## src/rtl/frame_bank_arbiter.sv

```systemverilog
`default_nettype none
// +----------------------------------------------------------------------------+
// | Module      : frame_bank_arbiter                                           |
// | Description : N-bank frame-buffer rotation between a camera writer and a   |
// |               VGA reader, with input synchronisers and frame statistics.   |
// | Revision    : 1.0 - initial release                                        |
// +----------------------------------------------------------------------------+
module frame_bank_arbiter #(
    parameter int NUM_BANKS   = 3,
    parameter int BANK_W      = 2,
    parameter int SYNC_STAGES = 2,
    parameter int CNT_W       = 16
) (
    input  logic              clk,
    input  logic              rst_133,
    input  logic              cam_done,
    input  logic              vga_start,
    input  logic              freeze,
    input  logic              clr_stats,
    output logic [BANK_W-1:0] cam_bank,
    output logic [BANK_W-1:0] vga_bank,
    output logic              ready_valid,
    output logic [BANK_W-1:0] ready_bank,
    output logic              vga_new,
    output logic [CNT_W-1:0]  drop_cnt,
    output logic [CNT_W-1:0]  repeat_cnt
);

    localparam logic [CNT_W-1:0]  C_CNT_MAX  = '1;
    localparam logic [CNT_W-1:0]  C_CNT_ONE  = {{(CNT_W-1){1'b0}}, 1'b1};
    localparam logic [BANK_W-1:0] C_VGA_RST  = '0;
    localparam logic [BANK_W-1:0] C_CAM_RST  = {{(BANK_W-1){1'b0}}, 1'b1};

    // Synchroniser chains plus one delay flop each for rising-edge detection
    logic [SYNC_STAGES-1:0] r_cam_sync;
    logic [SYNC_STAGES-1:0] r_vga_sync;
    logic                   r_cam_dly;
    logic                   r_vga_dly;
    logic                   w_wr_ev;
    logic                   w_rd_ev;

    logic [BANK_W-1:0]      r_cam_bank;
    logic [BANK_W-1:0]      r_vga_bank;
    logic [BANK_W-1:0]      r_ready_bank;
    logic                   r_ready_valid;
    logic                   r_vga_new;
    logic [CNT_W-1:0]       r_drop_cnt;
    logic [CNT_W-1:0]       r_repeat_cnt;

    logic [BANK_W-1:0]      w_vga_nxt;
    logic                   w_rv_mid;
    logic                   w_vga_new_nxt;
    logic                   w_rep_inc;
    logic [BANK_W-1:0]      w_free_bank;
    logic                   w_free_found;
    logic [BANK_W-1:0]      w_cam_nxt;
    logic [BANK_W-1:0]      w_rdy_nxt;
    logic                   w_rv_nxt;
    logic                   w_drop_inc;

    always_ff @(posedge clk or negedge rst_133) begin
        if (!rst_133) begin
            r_cam_sync <= '0;
            r_vga_sync <= '0;
            r_cam_dly  <= 1'b0;
            r_vga_dly  <= 1'b0;
        end else begin
            r_cam_sync <= {r_cam_sync[SYNC_STAGES-2:0], cam_done};
            r_vga_sync <= {r_vga_sync[SYNC_STAGES-2:0], vga_start};
            r_cam_dly  <= r_cam_sync[SYNC_STAGES-1];
            r_vga_dly  <= r_vga_sync[SYNC_STAGES-1];
        end
    end

    assign w_wr_ev = r_cam_sync[SYNC_STAGES-1] & ~r_cam_dly;
    assign w_rd_ev = r_vga_sync[SYNC_STAGES-1] & ~r_vga_dly;

    // Read side resolves first so a simultaneous write sees the post-read state
    always_comb begin
        w_vga_nxt     = r_vga_bank;
        w_rv_mid      = r_ready_valid;
        w_vga_new_nxt = 1'b0;
        w_rep_inc     = 1'b0;
        if (w_rd_ev && !freeze) begin
            if (r_ready_valid) begin
                w_vga_nxt     = r_ready_bank;
                w_rv_mid      = 1'b0;
                w_vga_new_nxt = 1'b1;
            end else begin
                w_rep_inc     = 1'b1;
            end
        end
    end

    // The finishing cam bank becomes ready, so only the reader and it are excluded
    always_comb begin
        w_free_bank  = '0;
        w_free_found = 1'b0;
        for (int i = 0; i < NUM_BANKS; i++) begin
            if (!w_free_found && (BANK_W'(i) != w_vga_nxt) && (BANK_W'(i) != r_cam_bank)) begin
                w_free_bank  = BANK_W'(i);
                w_free_found = 1'b1;
            end
        end
    end

    always_comb begin
        w_cam_nxt  = r_cam_bank;
        w_rdy_nxt  = r_ready_bank;
        w_rv_nxt   = w_rv_mid;
        w_drop_inc = 1'b0;
        if (w_wr_ev) begin
            w_drop_inc = w_rv_mid;
            w_rdy_nxt  = r_cam_bank;
            w_rv_nxt   = 1'b1;
            w_cam_nxt  = w_free_bank;
        end
    end

    always_ff @(posedge clk or negedge rst_133) begin
        if (!rst_133) begin
            r_vga_bank    <= C_VGA_RST;
            r_cam_bank    <= C_CAM_RST;
            r_ready_bank  <= '0;
            r_ready_valid <= 1'b0;
            r_vga_new     <= 1'b0;
        end else begin
            r_vga_bank    <= w_vga_nxt;
            r_cam_bank    <= w_cam_nxt;
            r_ready_bank  <= w_rdy_nxt;
            r_ready_valid <= w_rv_nxt;
            r_vga_new     <= w_vga_new_nxt;
        end
    end

    // Statistics saturate; a clear wins over a coincident increment
    always_ff @(posedge clk or negedge rst_133) begin
        if (!rst_133) begin
            r_drop_cnt   <= '0;
            r_repeat_cnt <= '0;
        end else if (clr_stats) begin
            r_drop_cnt   <= '0;
            r_repeat_cnt <= '0;
        end else begin
            if (w_drop_inc && (r_drop_cnt != C_CNT_MAX)) begin
                r_drop_cnt <= r_drop_cnt + C_CNT_ONE;
            end
            if (w_rep_inc && (r_repeat_cnt != C_CNT_MAX)) begin
                r_repeat_cnt <= r_repeat_cnt + C_CNT_ONE;
            end
        end
    end

    assign cam_bank    = r_cam_bank;
    assign vga_bank    = r_vga_bank;
    assign ready_bank  = r_ready_bank;
    assign ready_valid = r_ready_valid;
    assign vga_new     = r_vga_new;
    assign drop_cnt    = r_drop_cnt;
    assign repeat_cnt  = r_repeat_cnt;

endmodule
`default_nettype wire

```

## config.mk

```make
export PLATFORM = sky130hd
export DESIGN_NAME = frame_bank_arbiter
export DESIGN_NICKNAME = d
export VERILOG_FILES = /design/src/rtl/frame_bank_arbiter.sv
export SDC_FILE = /design/constraint.sdc
export NUM_CORES = 1
export LEC_CHECK = 0
export CORE_MARGIN = 2
export CORE_UTILIZATION = 55
export DETAILED_ROUTE_END_ITERATION = 8
export PLACE_DENSITY = 0.89
export SLEW_MARGIN = 40
export SYNTH_ARGS = -nofsm -noshare
export SYNTH_HDL_FRONTEND = slang
export SYNTH_SLANG_ARGS = --single-unit
```

## constraint.sdc

```tcl
create_clock -name clk -period 4.74 [get_ports clk]
set_input_delay 0.711 -clock clk [delete_from_list [all_inputs] [get_ports clk]]
set_output_delay 0.711 -clock clk [all_outputs]
set_load 0.1 [all_outputs]
```

Word-level counts from Yosys, hierarchy flattened
Index checks and enable logic that the tools add are counted.
{ "op_classes": {"addsub": 2, "n_eq_ne": 6, "mux": 17, "bitwise_logic": 4, "n_reduce_logical": 15} }
{ "op_table": {"columns": ["cell", "n"], "rows": [
  ["$mux 16", 4],
  ["$add 16x1->16 const B", 2],
  ["$ne 16x16->1 const B", 2],
  ["$mux 1", 10],
  ["$logic_and 1x1->1", 8],
  ["$reduce_bool 2->1", 4],
  ["$mux 2", 3],
  ["$ne 1x2->1 const A", 2],
  ["$ne 2x2->1 const A", 2],
  ["$logic_not 1->1", 3],
  ["$and 1x1->1", 2],
  ["$not 1->1", 2]
]} }
{ "totals": {"reg_bits": 46, "inputBits": 6, "output_inout_bits": 40, "wordCells": 55} }

Logic depth before layout (Yosys ltp)
{ "depth": {"word_depth": 15, "depth_mapped": 6} }

Worst setup path before layout
Ideal clock, no wire load.
{ "synth_path": {"kind": "flip-flop to flip-flop", "from": "register r_drop_cnt[0] (netlist: drop_cnt[0])", "to": "register r_drop_cnt[5] (netlist: drop_cnt[5])", "setup_ns": 0.078, "t_arrival_ns": 2.637, "t_required_ns": 4.662, "setup_slack_ns": 2.025, "path_stages_with_launch": 7, "n_path_buf": 1, "synth_period_minus_slack_ns": 2.715, "path_cell_list": "dfrtp_1 -> ha_1 -> nand4_1 -> nor4_1 -> clkbuf_1 -> o21ai_0 -> a21oi_1"} }
{ "synth_between": {"elab_chain_cells": 3, "elab_cells_between_ends": 6, "cone_classes": "add/sub: 1; eq/ne: 1; mux: 2; reduce/logical: 2"} }
{ "synth_lines": {"columns": ["item", "line", "text"], "rows": [
  ["from (decl)", "47", "logic [CNT_W-1:0] r_drop_cnt;"],
  ["from (signal assigned)", "146", "r_drop_cnt <= r_drop_cnt + C_CNT_ONE;"],
  ["$add 16x1->16 / $ne 16x16->1 (equally long branches)", "146, 145", null],
  ["$mux 16 / $logic_and 1x1->1 (equally long branches)", "145", "if (w_drop_inc && (r_drop_cnt != C_CNT_MAX)) begin"],
  ["$mux 16 / $reduce_bool 2->1 (equally long branches)", null, null]
]} }
Parallel ways exist; a longest one is shown, timed or not. The select of a mux whose other input is x is not followed.
A chain may end at the register's enable or synchronous reset.

Worst setup path in the final report
{ "layout_path": {"from": "input port freeze", "to": "register r_repeat_cnt[6] (netlist: repeat_cnt[6])"} }
{ "layout_between": {"elab_chain_cells": 5} }
{ "layout_lines": {"columns": ["item", "line", "text"], "rows": [
  ["from (decl)", "18", "input logic freeze,"],
  ["$logic_not 1->1", "84", "if (w_rd_ev && !freeze) begin"],
  ["$logic_and 1x1->1", "84", null],
  ["$mux 1", "84", null],
  ["$logic_and 1x1->1", "148", "if (w_rep_inc && (r_repeat_cnt != C_CNT_MAX)) begin"],
  ["$reduce_bool 2->1 (no source line)", null, null],
  ["to (signal assigned)", "149", "r_repeat_cnt <= r_repeat_cnt + C_CNT_ONE;"],
  ["to (decl)", "48", "logic [CNT_W-1:0] r_repeat_cnt;"]
]} }
No other way between the ends.

==> results.md <==
- Hold_buf cts: 0
- Die Area: 0.00486 sq mm
- CP Data Required Time: 4.97 ns
- Status: completed
- Design Power: 1.13 mW
- Clock buffer depth: 2
- Setup Buffers After CTS: 0
- Post-synthesis sequential area ratio: 0.486
- GR peak layer: met2
- Leak: 1.21 nW
- Largest net degree at the start of global routing: 47
- Crit path kind: input pin to flop
- First-pass GRT wire length: 8870 um
- Synthesized instance count: 241
- Placeable core area: 0.00409 sq mm
- VDD IR max: 598 uV
- CTS tree: built
- Drt first pass iters: 6
- Root Driver: clkbuf_8
- RSZ-0062 raised after global routing: no
- Synthesized cell area: 0.00237 sq mm
- Vias: 2,085
- Critical Path End Type: flop
- Synthesis Warnings: 0
- Post-Place Cells: 327
- Cell Rows: 23
- Design area: 0.00279 sq mm
- Post-CTS sizing: 0
- Overall die width: 69.7 um
- Final worst setup slack: 2.14 ns
- Pwr/cell area: 406 mW/mm^2
- GR Util met2: 0.363
- Share of cells above drive strength 1: 0.249
- Netlist cell types: 40
- Tcrit/Tclk final: 0.549
- Met1 GRT Util: 0.299
- Slew headroom: 0.488
- I/O pin cnt: 46
- DP HPWL: 3420 um
- Syn Nets: 249
- Post-synthesis register bit count: 46
- Area grow syn2layout: 17.6%
- Max Clk Rate: 384 MHz
- Total CTS buffers: 5
- Final core occ: 0.683
- Slew @ Worst Pin: 0.761 ns
- Setup-failing EPs final: 0
- Critical path peak fanout: 10
- CP Launch Type: input pin
- Final worst path period need: 2.60 ns
- Inserted Diodes: 0
- Setup TNS: 0 ns
- Hold WS: 0.365 ns
- Synth Area per Inst: 9.85 sq um
- Number of H-tree levels: 2
- Max-cap violations: 0
- Worst Clk Skew: 0.00783 ns
- CTS clk-pin slew, worst paths: 0.09 ns
- Area after DPL: 0.00265 sq mm
- Initial antenna violation count: 0
- Height of the die: 69.7 um
- Arrival @ worst endpoint: 2.84 ns
- Vias in the first global route: 1,920
- Top cells by area, synth: dfrtp_1, mux2_2, o31ai_1, a21oi_1, or4_1
- Dominant cell type by area after synthesis: dfrtp_1
- Routability congestion estimate: 0.818
- Fillers: 337
- Layout Cells excl Fill: 335
- Synth top area share: 0.474
- ANT nets after route: 0
- Worst hold path class: flop to flop
- Num Clock Sinks: 46
- Count of final max-slew check failures: 0
- Setup slack at placement: 1.83 ns
- Port bufs: 45
- Congestion Overflow GR: 0
- Drt total wl: 5040 um
- 1st-iter DRT viols: 181
- Total GRT Usage: 0.225
- # nets final: 292
- Worst-skew pair later-pin latency: 0.30 ns
- DR vias/cell: 6.22
- Met3 Use GR: 0.0494
- Number of remaining DRC errors: 0
- Starting Density: 0.581
- Final hold vios: 0
- Routed length per instance: 15.0 um
## placed cells by master (no fill, tap or decap), drive strengths merged, types with 9 or more instances in the layout
| cell type | n |
|---|---|
| nand2 | 13 |
| or4 | 13 |
| buf | 45 |
| a21oi | 23 |
| o21ai | 10 |
| o31ai | 16 |
| nor2 | 11 |
| nand3 | 9 |
| dfrtp | 45 |
| mux2 | 11 |
## layer usage
| layer | up-vias | share of wire |
|---|---|---|
| met3 | 10 | 0.058 |
| met4 | 0 | 0.017 |
| met5 | - | 0 |
| met2 | 63 | 0.49 |
| met1 | 1007 | 0.43 |
| li1 | 1005 | - |
## area by class of cell
| cell class | instances | area (sq um) | share of cell area |
|---|---|---|---|
| clock buffer | 6 | 82.6 | 0.0296 |
| clock inverter | 2 | 60.1 | 0.0215 |
| inverter | 7 | 26.3 | 0.00942 |
| multi-input combinational | 176 | 1140 | 0.409 |
| sequential | 46 | 1150 | 0.413 |
| tap | 50 | 62.6 | 0.0224 |
| timing repair buffer | 48 | 265 | 0.0951 |
## Yosys cell counts
library cell  instances
ha_1                  2
and3_1                4
buf_6                 1
and4_1                4
o31a_2                1
nand3b_1              2
dfrtp_1              45
a32oi_1               1
or2_2                 2
or4_2                 1
or4_1                12
or3b_1                1
clkbuf_2              1
a21oi_1              23
nor2_1               11
nor3_1                7
inv_1                 7
o41ai_1               2
or3_1                 8
and3b_1               1
o21ai_0              10
nand2b_1              1
nand4bb_1             1
o2111a_1              1
dfstp_2               1
or3b_2                1
nand4_1               8
clkbuf_1             10
mux2_2               11
and2_1                1
nand3_1               9
nand2_1              13
xnor2_1               1
a31oi_1               2
nor4b_1               2
a211oi_1              1
and4bb_2              1
nor4_1                7
o31ai_1              16
nor2b_1               8
## final timing paths
check                              start       endpoint  slack (ns)  cells after the start
max in group asynchronous        rst_133  ready_bank[0]        3.95                      1
setup / recovery                  freeze  repeat_cnt[6]        2.14                      5
setup reg to reg             ready_valid  repeat_cnt[5]        2.52                      4
min in group asynchronous        rst_133   drop_cnt[12]        0.40                      1
hold reg to reg            r_vga_sync[0]  r_vga_sync[1]        0.36                      0
hold / removal             r_vga_sync[0]  r_vga_sync[1]        0.36                      0
## cells by family (layout without fill, tap and decap cells)
kind of cell | Yosys count | in the layout | synth area share
XOR/XNOR | 1 | 1 | 0.00369
AO/OA/AOI/OAI | 57 | 57 | 0.149
multiplexers | 11 | 11 | 0.0522
AND/OR/NAND/NOR | 105 | 105 | 0.266
adder cells (fa/ha/maj) | 2 | 2 | 0.0105
buffers and inverters | 19 | 63 | 0.0337
flip-flops | 46 | 46 | 0.486
## state kept, by name, indices dropped and copies added, names as in the netlist
name,cells
cam_bank,2
drop_cnt,16
r_cam_dly,1
r_cam_sync,2
r_vga_dly,1
r_vga_sync,2
ready_bank,2
ready_valid,1
repeat_cnt,16
vga_bank,2
vga_new,1
## power by group
group          switching [mW]  internal (mW)  leakage (nW)
combinational           0.254         0.0646         0.523
sequential             0.0330          0.425         0.615
clock                   0.133          0.225        0.0714
## worst max-delay path, stage by stage
cell and delay [ns]:
clkdlybuf4s50_1 0.43, or3b_1 0.52, or3_1 0.50, or4_1 0.53, a21oi_1 0.14
(Power assumes the default switching activity.)
